[src/rtl/s_axi_regbank_pkg.sv]
// Shared types and helpers for the AXI4 slave register bank.
// Helpers work at the widest supported data width; callers cast to size.
package s_axi_regbank_pkg;

    typedef enum logic [1:0] {
        OKAY   = 2'b00,
        SLVERR = 2'b10
    } axi_resp_t;

    localparam int MAX_DW = 128;
    localparam int MAX_SW = MAX_DW / 8;

    function automatic logic [MAX_DW-1:0] byte_merge(
        input logic [MAX_DW-1:0] old_v,
        input logic [MAX_DW-1:0] new_v,
        input logic [MAX_SW-1:0] strb
    );
        logic [MAX_DW-1:0] r;
        r = old_v;
        for (int b = 0; b < MAX_SW; b++) begin
            if (strb[b]) r[8*b +: 8] = new_v[8*b +: 8];
        end
        return r;
    endfunction

    function automatic logic [MAX_DW-1:0] csum_fold(
        input logic [MAX_DW-1:0] acc,
        input logic [MAX_DW-1:0] v
    );
        return acc ^ v;
    endfunction

endpackage

[src/rtl/s_axi_regbank_if.sv]
// AXI4 single-beat bus bundle for the register bank.
// Signal names keep the slave-side direction affixes.
interface s_axi_regbank_if #(
    parameter int DATA_WIDTH = 32,
    parameter int ADDR_WIDTH = 32,
    parameter int ID_WIDTH   = 4
);
    logic [ID_WIDTH-1:0]     awid_i;
    logic [ADDR_WIDTH-1:0]   awaddr_i;
    logic                    awvalid_i;
    logic                    awready_o;
    logic [DATA_WIDTH-1:0]   wdata_i;
    logic [DATA_WIDTH/8-1:0] wstrb_i;
    logic                    wlast_i;
    logic                    wvalid_i;
    logic                    wready_o;
    logic [ID_WIDTH-1:0]     bid_o;
    logic [1:0]              bresp_o;
    logic                    bvalid_o;
    logic                    bready_i;
    logic [ID_WIDTH-1:0]     arid_i;
    logic [ADDR_WIDTH-1:0]   araddr_i;
    logic                    arvalid_i;
    logic                    arready_o;
    logic [ID_WIDTH-1:0]     rid_o;
    logic [DATA_WIDTH-1:0]   rdata_o;
    logic [1:0]              rresp_o;
    logic                    rlast_o;
    logic                    rvalid_o;
    logic                    rready_i;

    modport slave (
        input  awid_i, awaddr_i, awvalid_i,
        output awready_o,
        input  wdata_i, wstrb_i, wlast_i, wvalid_i,
        output wready_o,
        output bid_o, bresp_o, bvalid_o,
        input  bready_i,
        input  arid_i, araddr_i, arvalid_i,
        output arready_o,
        output rid_o, rdata_o, rresp_o, rlast_o, rvalid_o,
        input  rready_i
    );

    modport master (
        output awid_i, awaddr_i, awvalid_i,
        input  awready_o,
        output wdata_i, wstrb_i, wlast_i, wvalid_i,
        input  wready_o,
        input  bid_o, bresp_o, bvalid_o,
        output bready_i,
        output arid_i, araddr_i, arvalid_i,
        input  arready_o,
        input  rid_o, rdata_o, rresp_o, rlast_o, rvalid_o,
        output rready_i
    );
endinterface

[src/rtl/s_axi_regbank_hold_slot.sv]
// Single-entry valid/ready holding register.
// Accepts one beat while empty; emptied only by clear.
module axi_hold_slot #(
    parameter int W = 8
) (
    input  logic         clk,
    input  logic         areset,
    input  logic         in_valid,
    output logic         in_ready,
    input  logic [W-1:0] in_data,
    input  logic         clear,
    output logic         full,
    output logic [W-1:0] data
);
    assign in_ready = !areset && !full;

    always_ff @(posedge clk or posedge areset) begin
        if (areset) begin
            full <= 1'b0;
            data <= '0;
        end else if (in_valid && in_ready) begin
            full <= 1'b1;
            data <= in_data;
        end else if (clear) begin
            full <= 1'b0;
        end
    end
endmodule

[src/rtl/s_axi_regbank.sv]
// Parametrised AXI4 slave register bank with parallel register export.
// Define S_AXI_REGBANK_CSUM_EN to expose an XOR checksum at index REG_COUNT.
module s_axi_regbank
    import s_axi_regbank_pkg::*;
#(
    parameter int DATA_WIDTH = 32,
    parameter int ADDR_WIDTH = 32,
    parameter int ID_WIDTH   = 4,
    parameter int REG_COUNT  = 8
) (
    input  logic                  clk,
    input  logic                  areset,
    s_axi_regbank_if.slave        s_axi,
    output logic [DATA_WIDTH-1:0] m_regs_o [REG_COUNT],
    output logic [REG_COUNT-1:0]  m_reg_wr_o
);
    localparam int SW    = DATA_WIDTH / 8;
    localparam int SHIFT = $clog2(SW);
    localparam int AWP   = ID_WIDTH + ADDR_WIDTH;
    localparam int WP    = DATA_WIDTH + SW + 1;

    logic [DATA_WIDTH-1:0] regs [REG_COUNT];

    logic                  aw_full;
    logic                  w_full;
    logic [AWP-1:0]        aw_q;
    logic [WP-1:0]         w_q;
    logic [ADDR_WIDTH-1:0] aw_idx_in;
    logic [ID_WIDTH-1:0]   aw_id;
    logic [ADDR_WIDTH-1:0] aw_idx;
    logic [DATA_WIDTH-1:0] w_data;
    logic [SW-1:0]         w_strb;
    logic                  w_last;

    logic                  commit;
    logic                  wr_ok;
    logic                  wr_en;
    logic                  b_valid;
    logic [ID_WIDTH-1:0]   b_id;
    axi_resp_t             b_resp;

    logic [ADDR_WIDTH-1:0] ar_idx;
    logic                  ar_hs;
    logic [DATA_WIDTH-1:0] rd_data;
    axi_resp_t             rd_resp;
    logic                  r_valid;
    logic                  r_last;
    logic [ID_WIDTH-1:0]   r_id;
    logic [DATA_WIDTH-1:0] r_data;
    axi_resp_t             r_resp;

    assign aw_idx_in = s_axi.awaddr_i >> SHIFT;

    axi_hold_slot #(.W(AWP)) u_aw_slot (
        .clk      (clk),
        .areset   (areset),
        .in_valid (s_axi.awvalid_i),
        .in_ready (s_axi.awready_o),
        .in_data  ({s_axi.awid_i, aw_idx_in}),
        .clear    (commit),
        .full     (aw_full),
        .data     (aw_q)
    );

    axi_hold_slot #(.W(WP)) u_w_slot (
        .clk      (clk),
        .areset   (areset),
        .in_valid (s_axi.wvalid_i),
        .in_ready (s_axi.wready_o),
        .in_data  ({s_axi.wdata_i, s_axi.wstrb_i, s_axi.wlast_i}),
        .clear    (commit),
        .full     (w_full),
        .data     (w_q)
    );

    assign {aw_id, aw_idx}          = aw_q;
    assign {w_data, w_strb, w_last} = w_q;

    assign commit = aw_full && w_full && (!b_valid || s_axi.bready_i);
    // The checksum slot sits at REG_COUNT, so it already falls out of range here.
    assign wr_ok  = w_last && (aw_idx < ADDR_WIDTH'(REG_COUNT));
    assign wr_en  = commit && wr_ok;

    always_ff @(posedge clk or posedge areset) begin
        if (areset) begin
            for (int i = 0; i < REG_COUNT; i++) regs[i] <= '0;
            m_reg_wr_o <= '0;
        end else begin
            for (int i = 0; i < REG_COUNT; i++) begin
                m_reg_wr_o[i] <= wr_en && (aw_idx == ADDR_WIDTH'(i));
                if (wr_en && (aw_idx == ADDR_WIDTH'(i))) begin
                    regs[i] <= DATA_WIDTH'(byte_merge(MAX_DW'(regs[i]),
                                                      MAX_DW'(w_data),
                                                      MAX_SW'(w_strb)));
                end
            end
        end
    end

    assign m_regs_o = regs;

    always_ff @(posedge clk or posedge areset) begin
        if (areset) begin
            b_valid <= 1'b0;
            b_id    <= '0;
            b_resp  <= OKAY;
        end else if (commit) begin
            b_valid <= 1'b1;
            b_id    <= aw_id;
            b_resp  <= wr_ok ? OKAY : SLVERR;
        end else if (s_axi.bready_i) begin
            b_valid <= 1'b0;
        end
    end

    assign s_axi.bvalid_o = b_valid;
    assign s_axi.bid_o    = b_id;
    assign s_axi.bresp_o  = b_resp;

`ifdef S_AXI_REGBANK_CSUM_EN
    logic [DATA_WIDTH-1:0] csum;

    always_comb begin
        csum = '0;
        for (int i = 0; i < REG_COUNT; i++) begin
            csum = DATA_WIDTH'(csum_fold(MAX_DW'(csum), MAX_DW'(regs[i])));
        end
    end
`endif

    assign ar_idx = s_axi.araddr_i >> SHIFT;

    always_comb begin
        rd_data = '0;
        rd_resp = SLVERR;
        for (int i = 0; i < REG_COUNT; i++) begin
            if (ar_idx == ADDR_WIDTH'(i)) begin
                rd_data = regs[i];
                rd_resp = OKAY;
            end
        end
`ifdef S_AXI_REGBANK_CSUM_EN
        if (ar_idx == ADDR_WIDTH'(REG_COUNT)) begin
            rd_data = csum;
            rd_resp = OKAY;
        end
`endif
    end

    assign s_axi.arready_o = !areset && (!r_valid || s_axi.rready_i);
    assign ar_hs           = s_axi.arvalid_i && s_axi.arready_o;

    // Sampling regs before the edge gives pre-write data on a same-edge commit.
    always_ff @(posedge clk or posedge areset) begin
        if (areset) begin
            r_valid <= 1'b0;
            r_last  <= 1'b0;
            r_id    <= '0;
            r_data  <= '0;
            r_resp  <= OKAY;
        end else if (ar_hs) begin
            r_valid <= 1'b1;
            r_last  <= 1'b1;
            r_id    <= s_axi.arid_i;
            r_data  <= rd_data;
            r_resp  <= rd_resp;
        end else if (s_axi.rready_i) begin
            r_valid <= 1'b0;
            r_last  <= 1'b0;
        end
    end

    assign s_axi.rvalid_o = r_valid;
    assign s_axi.rlast_o  = r_last;
    assign s_axi.rid_o    = r_id;
    assign s_axi.rdata_o  = r_data;
    assign s_axi.rresp_o  = r_resp;
endmodule
[src/flat_wrapper.sv]
// flat-port wrapper written by rule: the top's interface ports become plain ports
module s_axi_regbank_flat import s_axi_regbank_pkg::*;
#(
    parameter int DATA_WIDTH = 32,
    parameter int ADDR_WIDTH = 32,
    parameter int ID_WIDTH   = 4,
    parameter int REG_COUNT  = 8
)
  (clk, areset, m_regs_o, m_reg_wr_o, s_axi_awid_i, s_axi_awaddr_i, s_axi_awvalid_i, s_axi_awready_o, s_axi_wdata_i, s_axi_wstrb_i, s_axi_wlast_i, s_axi_wvalid_i, s_axi_wready_o, s_axi_bid_o, s_axi_bresp_o, s_axi_bvalid_o, s_axi_bready_i, s_axi_arid_i, s_axi_araddr_i, s_axi_arvalid_i, s_axi_arready_o, s_axi_rid_o, s_axi_rdata_o, s_axi_rresp_o, s_axi_rlast_o, s_axi_rvalid_o, s_axi_rready_i);
  s_axi_regbank_if #(.DATA_WIDTH(DATA_WIDTH), .ADDR_WIDTH(ADDR_WIDTH), .ID_WIDTH(ID_WIDTH)) s_axi_i ();
  input  logic clk;
  input  logic areset;
  output logic [DATA_WIDTH-1:0] m_regs_o[REG_COUNT];
  output logic [REG_COUNT-1:0] m_reg_wr_o;
  input wire logic [$bits(s_axi_i.awid_i)-1:0] s_axi_awid_i;
  input wire logic [$bits(s_axi_i.awaddr_i)-1:0] s_axi_awaddr_i;
  input wire logic [$bits(s_axi_i.awvalid_i)-1:0] s_axi_awvalid_i;
  output wire logic [$bits(s_axi_i.awready_o)-1:0] s_axi_awready_o;
  input wire logic [$bits(s_axi_i.wdata_i)-1:0] s_axi_wdata_i;
  input wire logic [$bits(s_axi_i.wstrb_i)-1:0] s_axi_wstrb_i;
  input wire logic [$bits(s_axi_i.wlast_i)-1:0] s_axi_wlast_i;
  input wire logic [$bits(s_axi_i.wvalid_i)-1:0] s_axi_wvalid_i;
  output wire logic [$bits(s_axi_i.wready_o)-1:0] s_axi_wready_o;
  output wire logic [$bits(s_axi_i.bid_o)-1:0] s_axi_bid_o;
  output wire logic [$bits(s_axi_i.bresp_o)-1:0] s_axi_bresp_o;
  output wire logic [$bits(s_axi_i.bvalid_o)-1:0] s_axi_bvalid_o;
  input wire logic [$bits(s_axi_i.bready_i)-1:0] s_axi_bready_i;
  input wire logic [$bits(s_axi_i.arid_i)-1:0] s_axi_arid_i;
  input wire logic [$bits(s_axi_i.araddr_i)-1:0] s_axi_araddr_i;
  input wire logic [$bits(s_axi_i.arvalid_i)-1:0] s_axi_arvalid_i;
  output wire logic [$bits(s_axi_i.arready_o)-1:0] s_axi_arready_o;
  output wire logic [$bits(s_axi_i.rid_o)-1:0] s_axi_rid_o;
  output wire logic [$bits(s_axi_i.rdata_o)-1:0] s_axi_rdata_o;
  output wire logic [$bits(s_axi_i.rresp_o)-1:0] s_axi_rresp_o;
  output wire logic [$bits(s_axi_i.rlast_o)-1:0] s_axi_rlast_o;
  output wire logic [$bits(s_axi_i.rvalid_o)-1:0] s_axi_rvalid_o;
  input wire logic [$bits(s_axi_i.rready_i)-1:0] s_axi_rready_i;
  assign s_axi_i.awid_i = s_axi_awid_i;
  assign s_axi_i.awaddr_i = s_axi_awaddr_i;
  assign s_axi_i.awvalid_i = s_axi_awvalid_i;
  assign s_axi_awready_o = s_axi_i.awready_o;
  assign s_axi_i.wdata_i = s_axi_wdata_i;
  assign s_axi_i.wstrb_i = s_axi_wstrb_i;
  assign s_axi_i.wlast_i = s_axi_wlast_i;
  assign s_axi_i.wvalid_i = s_axi_wvalid_i;
  assign s_axi_wready_o = s_axi_i.wready_o;
  assign s_axi_bid_o = s_axi_i.bid_o;
  assign s_axi_bresp_o = s_axi_i.bresp_o;
  assign s_axi_bvalid_o = s_axi_i.bvalid_o;
  assign s_axi_i.bready_i = s_axi_bready_i;
  assign s_axi_i.arid_i = s_axi_arid_i;
  assign s_axi_i.araddr_i = s_axi_araddr_i;
  assign s_axi_i.arvalid_i = s_axi_arvalid_i;
  assign s_axi_arready_o = s_axi_i.arready_o;
  assign s_axi_rid_o = s_axi_i.rid_o;
  assign s_axi_rdata_o = s_axi_i.rdata_o;
  assign s_axi_rresp_o = s_axi_i.rresp_o;
  assign s_axi_rlast_o = s_axi_i.rlast_o;
  assign s_axi_rvalid_o = s_axi_i.rvalid_o;
  assign s_axi_i.rready_i = s_axi_rready_i;
  s_axi_regbank #(.DATA_WIDTH(DATA_WIDTH), .ADDR_WIDTH(ADDR_WIDTH), .ID_WIDTH(ID_WIDTH), .REG_COUNT(REG_COUNT)) u_core (.clk(clk), .areset(areset), .s_axi(s_axi_i), .m_regs_o(m_regs_o), .m_reg_wr_o(m_reg_wr_o));
endmodule
[config.mk]
export PLATFORM = sky130hd
export DESIGN_NAME = s_axi_regbank_flat
export DESIGN_NICKNAME = d
export VERILOG_FILES = /design/src/rtl/s_axi_regbank_pkg.sv /design/src/rtl/s_axi_regbank_if.sv /design/src/rtl/s_axi_regbank_hold_slot.sv /design/src/rtl/s_axi_regbank.sv /design/src/flat_wrapper.sv
export SDC_FILE = /design/constraint.sdc
export NUM_CORES = 1
export LEC_CHECK = 0
export ABC_AREA = 1
export BUFFER_PORTS_ARGS = -buffer_cell sky130_fd_sc_hd__buf_4
export CAP_MARGIN = 30
export CORE_ASPECT_RATIO = 1.1
export CORE_MARGIN = 5
export CORE_UTILIZATION = 50
export CTS_CLUSTER_SIZE = 10
export DETAILED_ROUTE_END_ITERATION = 7
export PLACE_DENSITY = 0.77
export SYNTH_ARGS = -nofsm -noshare
export SYNTH_HDL_FRONTEND = slang
export SYNTH_SLANG_ARGS = --single-unit
export TNS_END_PERCENT = 20
[constraint.sdc]
create_clock -name clk -period 16.11 [get_ports clk]
set_input_delay 1.611 -clock clk [delete_from_list [all_inputs] [get_ports clk]]
set_output_delay 1.611 -clock clk [all_outputs]
set_load 0.01 [all_outputs]
# Yosys cells after proc, flatten, opt, wreduce, memory -nomap -nowiden
# Cells that the tools add are included.
dict set report word_totals {
  ff_bits 383
  word_cells 146
}
dict set report classes {
  order_cmp 1
  eq_ne 14
  mux 24
  n_reduce_logical 63
}
# cell count
set op_table {}
lappend op_table {{$mux 32} 8}
lappend op_table {{$eq 30x3->1 const B} 8}
lappend op_table {{$eq 30x2->1 const B} 4}
lappend op_table {{$logic_not 32->1} 2}
lappend op_table {{$reduce_and 2->1} 32}
lappend op_table {{$eq 30x1->1 const B} 2}
lappend op_table {{$lt 30x4->1 const B} 1}
lappend op_table {{$logic_and 1x1->1} 18}
lappend op_table {{$mux 2} 9}
lappend op_table {{$reduce_bool 2->1} 4}
lappend op_table {{$mux 1} 7}
lappend op_table {{$logic_not 1->1} 5}
lappend op_table {{$logic_or 1x1->1} 2}

# Logic depth before layout (Yosys ltp)
dict set report depth {
  depth_word 9
  ltp_mapped 14
  ltp_nobuf 13
}

# Cells and area by module
# Synthesis repeated with hierarchy kept, for this count alone.
dict set report hier_totals {
  hier_cells 2220
  area_unflattened_um2 17987.3
}
# mod n_inst cells_per_inst area_each_um2 seq_area_each_um2
set modules_own_cells {}
lappend modules_own_cells {s_axi_regbank 1 1893 14920.6 7707.4}
lappend modules_own_cells {{axi_hold_slot (u_core.u_aw_slot)} 1 161 1549.0 925.9}
lappend modules_own_cells {{axi_hold_slot (u_core.u_w_slot)} 1 166 1517.7 950.9}

# Least setup slack after synthesis
# Ideal clock, no wire load.
dict set report synth_timing {
  path_type {input to output}
  startpoint {in s_axi_rready_i}
  endpoint {out s_axi_arready_o}
  t_arrival_ps 1880
  slack_ps 12619
  cell_stages 2
  path_buffers 0
  path_cell_list {inv_1 > a21oi_1}
}
dict set report synth_via {
  elab_chain_len 2
}
# element line
set synth_rtl {}
lappend synth_rtl {{start: declaration} flat_wrapper.sv:37} ;# input wire logic [$bits(s_axi_i.rready_i)-1:0] s_axi_rready_i;
lappend synth_rtl {{$logic_or 1x1->1} s_axi_regbank.sv:150} ;# assign s_axi.arready_o = !areset && (!r_valid || s_axi.rready_i);
lappend synth_rtl {{$logic_and 1x1->1} s_axi_regbank.sv:150}
lappend synth_rtl {{end: declaration} flat_wrapper.sv:31} ;# output wire logic [$bits(s_axi_i.arready_o)-1:0] s_axi_arready_o;
# Every way passes these cells.

# Worst setup path in the final report
dict set report layout_timing {
  startpoint {in s_axi_bready_i}
  endpoint {reg u_core.regs, in the netlist u_core.m_regs_o[99]}
}
dict set report layout_via {
  elab_chain_len 5
}
# element line
set layout_rtl {}
lappend layout_rtl {{start: declaration} flat_wrapper.sv:27} ;# input wire logic [$bits(s_axi_i.bready_i)-1:0] s_axi_bready_i;
lappend layout_rtl {{$logic_or 1x1->1} s_axi_regbank.sv:79} ;# assign commit = aw_full && w_full && (!b_valid || s_axi.bready_i);
lappend layout_rtl {{$logic_and 1x1->1} s_axi_regbank.sv:79}
lappend layout_rtl {{$logic_and 1x1->1} s_axi_regbank.sv:82} ;# assign wr_en = commit && wr_ok;
lappend layout_rtl {{$logic_and 1x1->1} s_axi_regbank.sv:91} ;# if (wr_en && (aw_idx == ADDR_WIDTH'(i))) begin
lappend layout_rtl {{$reduce_and 2->1 (no line)} n/a}
lappend layout_rtl {{end signal: indexed assignment} s_axi_regbank.sv:92} ;# regs[i] <= DATA_WIDTH'(byte_merge(MAX_DW'(regs[i]),
lappend layout_rtl {{end: declaration} s_axi_regbank.sv:22} ;# logic [DATA_WIDTH-1:0] regs [REG_COUNT];
# Every way passes these cells.
# A chain may end at the register's enable or synchronous reset.

==> flow_summary.yaml <==
worst_setup_path:
  crit_arrival_ns: 4.52
  crit_fanout: 15
  required_ns: 16.47
  critPathMostFrequentCell: "nor2_1"
  critPathCaptureType: "flip-flop"
  max_stage_delay_ns: 1.13
  critPathLaunchType: "input pin"
  cp_slowest_cell: "nor2_1"
  cp_cell_sequence: "buf_4 > inv_1 > nand2_1 > nand3_1 > nor2_1 > nand4_1 > nor2_1 > o21ai_0"
  timing_worst_setup_path_type: "input pin to flip-flop"
detailed_routing:
  drc: 0
  via_per_inst: 5.63
  drt_iter0_drc: 1286
  postRouteAntennaNets: 0
  vias: 15800
  routed_wl_mm: 59.0
  dr.pass1.iters: 6
  wl_per_cell_um: 21.1
cts:
  cts_max_path_buffers: 3
  cts.clk_slew.worst_paths_ns: 0.05
  postCtsResizedCells: 0
  cts.sinks: 381
  cts_tree: "done"
  cts_setup_buffers: 0
  cts_made_buffers: 44
  clock_latency_ns: 0.53
  h-tree-depth: 2
  hold_buffers: 0
  clk_root_buffer_cell: "clkbuf_16"
yosys:
  syn_inst: 1956
  ys_types: 41
  synth_edf_count: 0
  async_flop_share: 1.00
  synth-seq-area-share: 0.560
  ys_warn_count: 0
  yosys_most_used_dff: "dfrtp_1"
  ys_seq_elements: 381
  netlist_top_cells_area: "dfrtp_1 56%, nand2_1 10%, nor2_1 6.3%, o21ai_1 3.8%, nand3_1 3.6%"
  avgSynthCellArea_um2: 8.71
  synth_top_area_share: 0.560
  yosys.area.top_type: "dfrtp_1"
  syn_area_um2: 17000
timing:
  relSlewSlack: 0.276
  setup_viol: 0
  report.final.slew_viol_count: 0
  finalCriticalPeriod_ns: 4.16
  final.setup.tns_ns: 0
  hold_ws_ns: 0.481
  fin_crit_sh: 0.258
  worstMarginPinSlew_ns: 1.09
  max_freq_mhz: 240
  hold_violations: 0
  rsz0062_at_grt: "false"
  skew_ns: 0.0164
min_path:
  hold_path_class: "flip-flop to flip-flop"
global_routing:
  antenna_found_initial: 2
  grtUsageTotal: 0.306
  overflow: 0
  grt_pass1_vias: 15700
  grt_max_degree: 125
  grt_pass1_wl_mm: 89.9
final_layout:
  final_area_um2: 21800
  final_core_util: 0.642
  syn2layout_area_growth_pct: 27.8
  final_nets: 2474
  drive_gt1_frac: 0.255
pwr:
  leakagePower_nw: 11.2
  p_per_area_nw_per_um2: 110
  peakVddDrop_mv: 0.0909
  report.power.total_mw: 2.40
run_status:
  outcome: "completed"
placement:
  gp_routability_congestion: 0.904
  dp_hpwl_mm: 42.0
  dpl_cell_area_um2: 20500
  portBuffers: 423
floorplan:
  dieArea_um2: 37900
  start_util: 0.502
  die_w_um: 186
  core_um2: 33900
  row_count: 71
  ios: 430
  dieHeight_um: 204
flow_run:
  cap_violations: 0
==> critical path, delay by kind of cell <==
family	cells	cell delay, ns
compound gates	1	0.22
buf+inv	2	0.10
simple gates	5	2.58
==> path summary, 6_finish.rpt <==
kind | cells after the start | to | slack (ns) | from
max | 8 | u_core.m_regs_o[99] | 11.95 | s_axi_bready_i
min | 2 | u_core.s_axi.rid_o[3] | 0.48 | u_core.s_axi.rid_o[3]
max reg2reg | 9 | u_core.m_regs_o[99] | 12.70 | u_core.u_aw_slot.data[19]
min reg2reg | 2 | u_core.s_axi.rid_o[3] | 0.48 | u_core.s_axi.rid_o[3]
max in group asynchronous | 5 | u_core.m_regs_o[10] | 13.33 | areset
min in group asynchronous | 2 | u_core.s_axi.rdata_o[4] | 1.10 | areset
==> stage by stage <==
| step | worst slack [ns] | std cells |
|---|---|---|
| after floorplan | 3.91 | 1957 |
| after global placement | 11.55 | 2745 |
| after detailed placement | 11.45 | 2747 |
| after CTS | 12.05 | 2796 |
| after global routing | 11.77 | 2800 |
| final | 11.95 | 2800 |
==> Yosys cell counts, types with 7 or more instances <==
library cell  instances
nand4_1              60
o21ai_2              32
buf_6                13
inv_1               128
dfrtp_1             381
o21ai_0              47
nand3_1             122
a21oi_1             120
o21ai_1             129
nand2_1             473
nor2_1              285
clkbuf_1             49
nand3_4              12
mux2_2               24
nor3_1                7
buf_2                21
==> layer usage <==
| layer | part of all wire | track usage | vias up |
|---|---|---|---|
| met4 | 0.046 | 0.130 | 2 |
| li1 | - | - | 7205 |
| met1 | 0.37 | 0.386 | 7518 |
| met5 | 0.00032 | 0 | - |
| met2 | 0.47 | 0.491 | 883 |
| met3 | 0.11 | 0.0965 | 164 |
==> layout by cell type (no fill, tap or decap), drive strengths merged <==
master,netlist,final
o21a,1,1
nor2,290,290
nand3,138,138
nor4b,1,1
diode,0,1
clkinv,2,3
or2,4,4
nand2,479,479
bufinv,0,1
o21ai,208,208
o2111ai,1,1
nor4,5,5
nand4,62,62
nor3,13,13
buf,43,447
and2,1,1
a21oi,120,120
dfrtp,381,381
clkbuf,49,47
inv,130,130
o311ai,1,1
nor3b,2,2
mux2,24,24
conb,1,2
==> area by class of cell <==
cell class | instances | area, um^2
Multi-Input combinational cell | 1352 | 6570
Antenna cell | 1 | 2.50
Inverter | 132 | 508
Fill cell | 2855 | 12200
Timing Repair Buffer | 447 | 3440
Sequential cell | 381 | 9530
Tap cell | 438 | 548
Clock buffer | 47 | 1130
Clock inverter | 2 | 35.0
==> cell families (layout without fill, tap and decap cells) <==
group / Yosys count / count (layout) / synth area share
muxes: 24 / 24 / 0.0159
buffers and inverters: 224 / 628 / 0.0582
DFF: 381 / 381 / 0.560
other: 1 / 3 / 0.000220
AOI/OAI and AO/OA: 331 / 331 / 0.105
and+or+nand+nor: 995 / 995 / 0.261
==> where the power goes <==
| group | switching [mW] | leakage (nW) | internal (mW) |
|---|---|---|---|
| registers | 0.128 | 4.91 | 1.06 |
| clock network | 0.361 | 0.575 | 0.507 |
| logic | 0.235 | 5.76 | 0.107 |
==> registers in the layout (all words and copies together), names as in the netlist <==
name and flops:
u_core.s_axi.rresp_o 1, u_core.u_w_slot.full 1, u_core.u_aw_slot.full 1, u_core.s_axi.rdata_o 32
u_core.s_axi.bvalid_o 1, u_core.s_axi.bid_o 4, u_core.m_regs_o 256, u_core.s_axi.rid_o 4
u_core.u_w_slot.data 37, u_core.m_reg_wr_o 8, u_core.s_axi.bresp_o 1, u_core.u_aw_slot.data 34
u_core.s_axi.rvalid_o 1
(Power assumes the default switching activity.)
